`src/rtl/cordic_seq_pkg.sv`:
```
// Shared encodings for the CORDIC front-panel sequencer: FSM states,
// button bit positions and CORDIC mode values.
package cordic_seq_pkg;

  typedef enum logic [2:0] {
    IDLE      = 3'd0,
    ARMED     = 3'd1,
    START_P   = 3'd2,
    WAIT_DONE = 3'd3,
    SHOW      = 3'd4
  } state_e;

  localparam int BTN_LOAD  = 0;
  localparam int BTN_START = 1;
  localparam int BTN_MODE  = 2;
  localparam int BTN_SHOW  = 3;

  localparam logic MODE_ROT = 1'b0;
  localparam logic MODE_VEC = 1'b1;

endpackage

```
`src/rtl/btn_edge_sync.sv`:
```
// Per-bit two-flop synchronizer followed by a rising-edge detector; turns
// raw debounced button levels into one-cycle press pulses.
module btn_edge_sync #(
  parameter int N = 4
) (
  input  logic         clk,
  input  logic         reset,
  input  logic [N-1:0] level_i,
  output logic [N-1:0] pulse_o
);

  logic [N-1:0] meta_q, meta_d;
  logic [N-1:0] sync_q, sync_d;
  logic [N-1:0] prev_q, prev_d;

  always_comb begin
    meta_d = level_i;
    sync_d = meta_q;
    prev_d = sync_q;
  end

  always_ff @(posedge clk or posedge reset) begin
    if (reset) begin
      meta_q <= '0;
      sync_q <= '0;
      prev_q <= '0;
    end else begin
      meta_q <= meta_d;
      sync_q <= sync_d;
      prev_q <= prev_d;
    end
  end

  assign pulse_o = sync_q & ~prev_q;

endmodule

```
`src/rtl/cordic_button_sequencer.sv`:
```
// Front-panel sequencer: latches a range-checked angle, starts the CORDIC
// core, waits for done with a timeout and steers X or Y to the display.
// Optional macro PRESS_SYNC_EN: synchronize and edge-detect raw button levels.
module cordic_button_sequencer
  import cordic_seq_pkg::*;
#(
  parameter int WIDTH          = 16,
  parameter int MAX_ANGLE      = 12868,
  parameter int TIMEOUT_CYCLES = 64
) (
  input  logic             clk,
  input  logic             reset,
  input  logic [3:0]       btn_press,
  input  logic [WIDTH-1:0] sw,
  input  logic             cordic_done,
  input  logic [WIDTH-1:0] cordic_x,
  input  logic [WIDTH-1:0] cordic_y,
  output logic             cordic_start,
  output logic [WIDTH-1:0] cordic_angle,
  output logic             cordic_mode,
  output logic [WIDTH-1:0] disp_value,
  output logic             disp_sel,
  output logic             busy,
  output logic             err
);

  localparam int CNT_W = $clog2(TIMEOUT_CYCLES);
  localparam logic [CNT_W-1:0] CNT_LAST = CNT_W'(TIMEOUT_CYCLES - 2);
  localparam logic signed [WIDTH-1:0] MAX_S = WIDTH'(MAX_ANGLE);
  localparam logic signed [WIDTH-1:0] MIN_S = {1'b1, {(WIDTH-1){1'b0}}};

  // Negating the most negative code wraps to itself, so it is rejected first.
  function automatic logic in_range(input logic signed [WIDTH-1:0] v);
    logic signed [WIDTH-1:0] neg;
    neg = -v;
    if (v == MIN_S)      return 1'b0;
    else if (v[WIDTH-1]) return neg <= MAX_S;
    else                 return v <= MAX_S;
  endfunction

  logic [3:0] press;

`ifdef PRESS_SYNC_EN
  btn_edge_sync #(.N(4)) u_btn_edge_sync (
    .clk     (clk),
    .reset   (reset),
    .level_i (btn_press),
    .pulse_o (press)
  );
`else
  assign press = btn_press;
`endif

  logic do_load, do_start, do_mode, do_show;
  assign do_load  = press[BTN_LOAD];
  assign do_start = press[BTN_START] & ~press[BTN_LOAD];
  assign do_mode  = press[BTN_MODE]  & ~press[BTN_LOAD] & ~press[BTN_START];
  assign do_show  = press[BTN_SHOW]  & ~press[BTN_LOAD] & ~press[BTN_START] & ~press[BTN_MODE];

  state_e            state_q, state_d;
  logic [WIDTH-1:0]  angle_q, angle_d;
  logic              mode_q, mode_d;
  logic              err_q, err_d;
  logic              sel_q, sel_d;
  logic [WIDTH-1:0]  res_x_q, res_x_d;
  logic [WIDTH-1:0]  res_y_q, res_y_d;
  logic [CNT_W-1:0]  cnt_q, cnt_d;

  always_comb begin
    state_d = state_q;
    angle_d = angle_q;
    mode_d  = mode_q;
    err_d   = err_q;
    sel_d   = sel_q;
    res_x_d = res_x_q;
    res_y_d = res_y_q;
    cnt_d   = cnt_q;
    case (state_q)
      // Idle, armed and show share LOAD/MODE handling; START needs an operand.
      IDLE, ARMED, SHOW: begin
        if (do_load) begin
          if (in_range(sw)) begin
            angle_d = sw;
            err_d   = 1'b0;
            state_d = ARMED;
          end else begin
            err_d   = 1'b1;
            state_d = IDLE;
          end
        end else if (do_start && state_q != IDLE) begin
          state_d = START_P;
        end else if (do_mode) begin
          mode_d = ~mode_q;
        end else if (do_show && state_q == SHOW) begin
          sel_d = ~sel_q;
        end
      end
      START_P: begin
        cnt_d   = '0;
        state_d = WAIT_DONE;
      end
      WAIT_DONE: begin
        if (cordic_done) begin
          res_x_d = cordic_x;
          res_y_d = cordic_y;
          sel_d   = 1'b0;
          state_d = SHOW;
        end else if (cnt_q == CNT_LAST) begin
          err_d   = 1'b1;
          state_d = IDLE;
        end else begin
          cnt_d = cnt_q + 1'b1;
        end
      end
      default: state_d = IDLE;
    endcase
  end

  always_ff @(posedge clk or posedge reset) begin
    if (reset) begin
      state_q <= IDLE;
      angle_q <= '0;
      mode_q  <= MODE_ROT;
      err_q   <= 1'b0;
      sel_q   <= 1'b0;
      res_x_q <= '0;
      res_y_q <= '0;
      cnt_q   <= '0;
    end else begin
      state_q <= state_d;
      angle_q <= angle_d;
      mode_q  <= mode_d;
      err_q   <= err_d;
      sel_q   <= sel_d;
      res_x_q <= res_x_d;
      res_y_q <= res_y_d;
      cnt_q   <= cnt_d;
    end
  end

  assign cordic_start = (state_q == START_P);
  assign busy         = (state_q == START_P) || (state_q == WAIT_DONE);
  assign cordic_angle = angle_q;
  assign cordic_mode  = mode_q;
  assign err          = err_q;
  assign disp_sel     = sel_q;
  assign disp_value   = sel_q ? res_y_q : res_x_q;

endmodule

```
`config.mk`:
```
export PLATFORM = sky130hd
export DESIGN_NAME = cordic_button_sequencer
export DESIGN_NICKNAME = d
export VERILOG_FILES = /design/src/rtl/cordic_seq_pkg.sv /design/src/rtl/btn_edge_sync.sv /design/src/rtl/cordic_button_sequencer.sv
export SDC_FILE = /design/constraint.sdc
export NUM_CORES = 1
export LEC_CHECK = 0
export BUFFER_PORTS_ARGS = -buffer_cell sky130_fd_sc_hd__buf_2
export CAP_MARGIN = 15
export CORE_ASPECT_RATIO = 0.5
export CORE_MARGIN = 1.5
export CORE_UTILIZATION = 51
export DETAILED_ROUTE_END_ITERATION = 7
export PLACE_DENSITY = 0.79
export SKIP_LAST_GASP = 1
export SLEW_MARGIN = 0
export SYNTH_ARGS = -nofsm -noshare
export SYNTH_HDL_FRONTEND = slang
export SYNTH_SLANG_ARGS = --single-unit
```
`constraint.sdc`:
```
create_clock -name clk -period 2.55 [get_ports clk]
set_input_delay 0.51 -clock clk [delete_from_list [all_inputs] [get_ports clk]]
set_output_delay 0.51 -clock clk [all_outputs]
set_load 0.01 [all_outputs]
```
==> flow_metrics.tcl <==
set metrics [dict create \
    outcome "complete, no violations" \
    synth_enable_flop_cells 0 \
    clk_pin_slew_ps 50 \
    tightest_slew_ps 593 \
    routed_via_density 5.40 \
    min_period_ps 2180 \
    diodes 0 \
    slew_violations 0 \
    drt_first_pass_iters 4 \
    crit_arrival_ps 2380 \
    yosysTopAreaCellShare 0.501 \
    core_area_um2 5560 \
    setup-tns-final_ps 0 \
    start_util 0.538 \
    synthesis.nets 297 \
    yosys_most_used_dff "dfrtp_1" \
    drtAntennaViolNets 0 \
    drc 0 \
    grt_pass1_vias 2381 \
    dr.first_iter.drc_count 124 \
    hold_buffers 0 \
    antenna_found_initial 0 \
    ctsResizeCount 0 \
    portBuffers 91 \
    tritoncts "yes" \
    hp-class "in -> async" \
    layout.nets 399 \
    postCtsSetupBuffers 0 \
    synthAdderAreaFrac 0.00836 \
    ys.warnings.count 0 \
    ys_seq_area_frac 0.501 \
    period_share 0.855 \
    wl_per_cell_um 15.3 \
    dieArea_um2 6370 \
    maxCapViolations 0 \
    holdWs_ps 253 \
    gr-total-overflow 0 \
    synth_area_um2 2990 \
    criticalPathCategory "in -> reg" \
    power_mw 4.47 \
    ir_drop_v 0.000793 \
    hold_violations 0 \
    synth_compound_area_frac 0.102 \
    syn_avg_cell_area_um2 12.5 \
    clock_path_buffers 2 \
    synth_top_family_by_area "multiplexers" \
    cp_max_fo 9 \
    ctsRootBufferMaster "clkbuf_16" \
    endpoint_kind "flop" \
    powerDensity_nw_per_um2 1150 \
    drive_above_1_share 0.548 \
    ys_types 51 \
    yosys.area_share.xor_xnor 0.0113 \
    synth_cells 240 \
    wl_um 6420 \
    slew_headroom 0.604 \
    place_hpwl_um 4520 \
    htree_levels 3 \
    rsz0062_at_grt "false" \
    track_usage 0.220 \
    yosys.cell_count.top_type "dfrtp_1" \
    fmax_mhz 459 \
    critPathRequiredTime_ps 2750 \
    dieHeight_um 57.2 \
    fin_skew_ps 3.67 \
    vias 2267 \
    synth_area_leaders "dfrtp_1 (50%), mux2_2 (20%), mux2_4 (2.5%)" \
    rows 19 \
    synth-simple-area-share 0.112 \
    yosys-top-cells-count "dfrtp_1 (60), mux2_2 (54), nand2_1 (12)" \
    clkSinkCount 60 \
    grt_pass1_wl_um 10900 \
    ys_seq_elements 60 \
    clkLatencyLatePin_ps 320 \
    gp_congestion 0.917 \
    muxShareOfSynthArea 0.235 \
    num_io_pins 92 \
    start_kind "input port" \
    grt_max_degree 35 \
    yosys.area.top_type "dfrtp_1" \
    syn_to_final_growth_pct 29.8 \
    async_flop_share 1.00 \
    numCtsBuffers 9 \
    fp.dieW_um 111 \
    setup_violations 0 \
    cellLeakagePower_nw 1.84 \
]
report_power, final:
part,total [mW],internal [mW],leakage (nW),switching (mW)
logic,1.52,0.844,0.952,0.680
registers,1.68,1.40,0.729,0.278
clock network,1.27,0.875,0.159,0.397
total,4.47,3.12,1.84,1.35
metal layers:
metal	track usage	vias to the layer above	part of all wire
li1	-	1087	-
met2	0.388	83	0.50
met5	0	-	0
met1	0.252	1092	0.42
met4	0.0778	0	0.010
met3	0.0818	5	0.072
final timing paths:
| check | slack (ps) | endpoint | from | cells after the start |
|---|---|---|---|---|
| setup / recovery | 370 | cordic_angle[5]$_DFFE_PP0P_ | sw[7] | 8 |
| hold / removal | 250 | res_y_q[8]$_DFFE_PP0P_ | reset | 2 |
| setup reg to reg | 550 | res_y_q[1]$_DFFE_PP0P_ | state_q[1]$_DFFE_PP0P_ | 5 |
| hold reg to reg | 470 | cordic_mode$_DFFE_PP0P_ | cordic_mode$_DFFE_PP0P_ | 1 |
| max in group asynchronous | 1720 | cnt_q[1]$_DFFE_PP0P_ | reset | 3 |
| min in group clk | 410 | res_y_q[14]$_DFFE_PP0P_ | cordic_y[14] | 2 |
critical path, cell delays in order:
cell     delay [ps]
buf_2           140
nor4_1          300
and4b_4         330
xnor2_1         170
a31oi_4         140
o31ai_4         240
buf_4           210
mux2_2          340
cell type report:
type / instances / area (um^2)
Clock buffer: 11 / 243
Clock inverter: 5 / 75.1
Fill cell: 425 / 1680
Inverter: 8 / 30.0
Multi-Input combinational cell: 162 / 1400
Sequential cell: 60 / 1500
Tap cell: 73 / 91.3
Timing Repair Buffer: 101 / 543
through the flow:
stage,std cells,worst slack [ps],area [um^2],utilization
2_1_floorplan,240,140,2990,-
3_3_place_gp,404,96.2,3570,0.642
3_5_place_dp,404,53.6,3570,0.642
4_1_cts,420,378,3890,0.699
5_1_grt,420,292,3890,0.699
6_report,420,369,3890,0.699
cell usage in the layout (no fill, tap or decap), drive strengths merged, types with 2 or more instances in the layout:
cell and instances:
nor3 6, a31oi 3, nor2 8, nand3 8
mux2 59, nor4 4, nand3b 2, a21oi 7
clkbuf 11, o21ai 5, xnor2 2, a22o 6
buf 101, o211ai 2, nand2b 3, ha 2
and2 2, nand2 12, inv 7, mux2i 2
clkinv 4, nand4 6, a21o 2, o21a 2
dfrtp 60, bufinv 2, o31ai 2, o22ai 3
cells by family after synthesis:
| kind of cell | after synthesis |
|---|---|
| mux | 61 |
| flops | 60 |
| simple gates | 57 |
| compound gates | 39 |
| buf+inv | 18 |
| xor+xnor | 3 |
| fa+ha+maj | 2 |
flip-flops by register name, indices dropped and copies added, names as in the netlist:
| name | cells |
|---|---|
| cnt_q | 6 |
| cordic_angle | 16 |
| cordic_mode | 1 |
| disp_sel | 1 |
| err | 1 |
| res_x_q | 16 |
| res_y_q | 16 |
| state_q | 3 |
(Power assumes the default switching activity.)
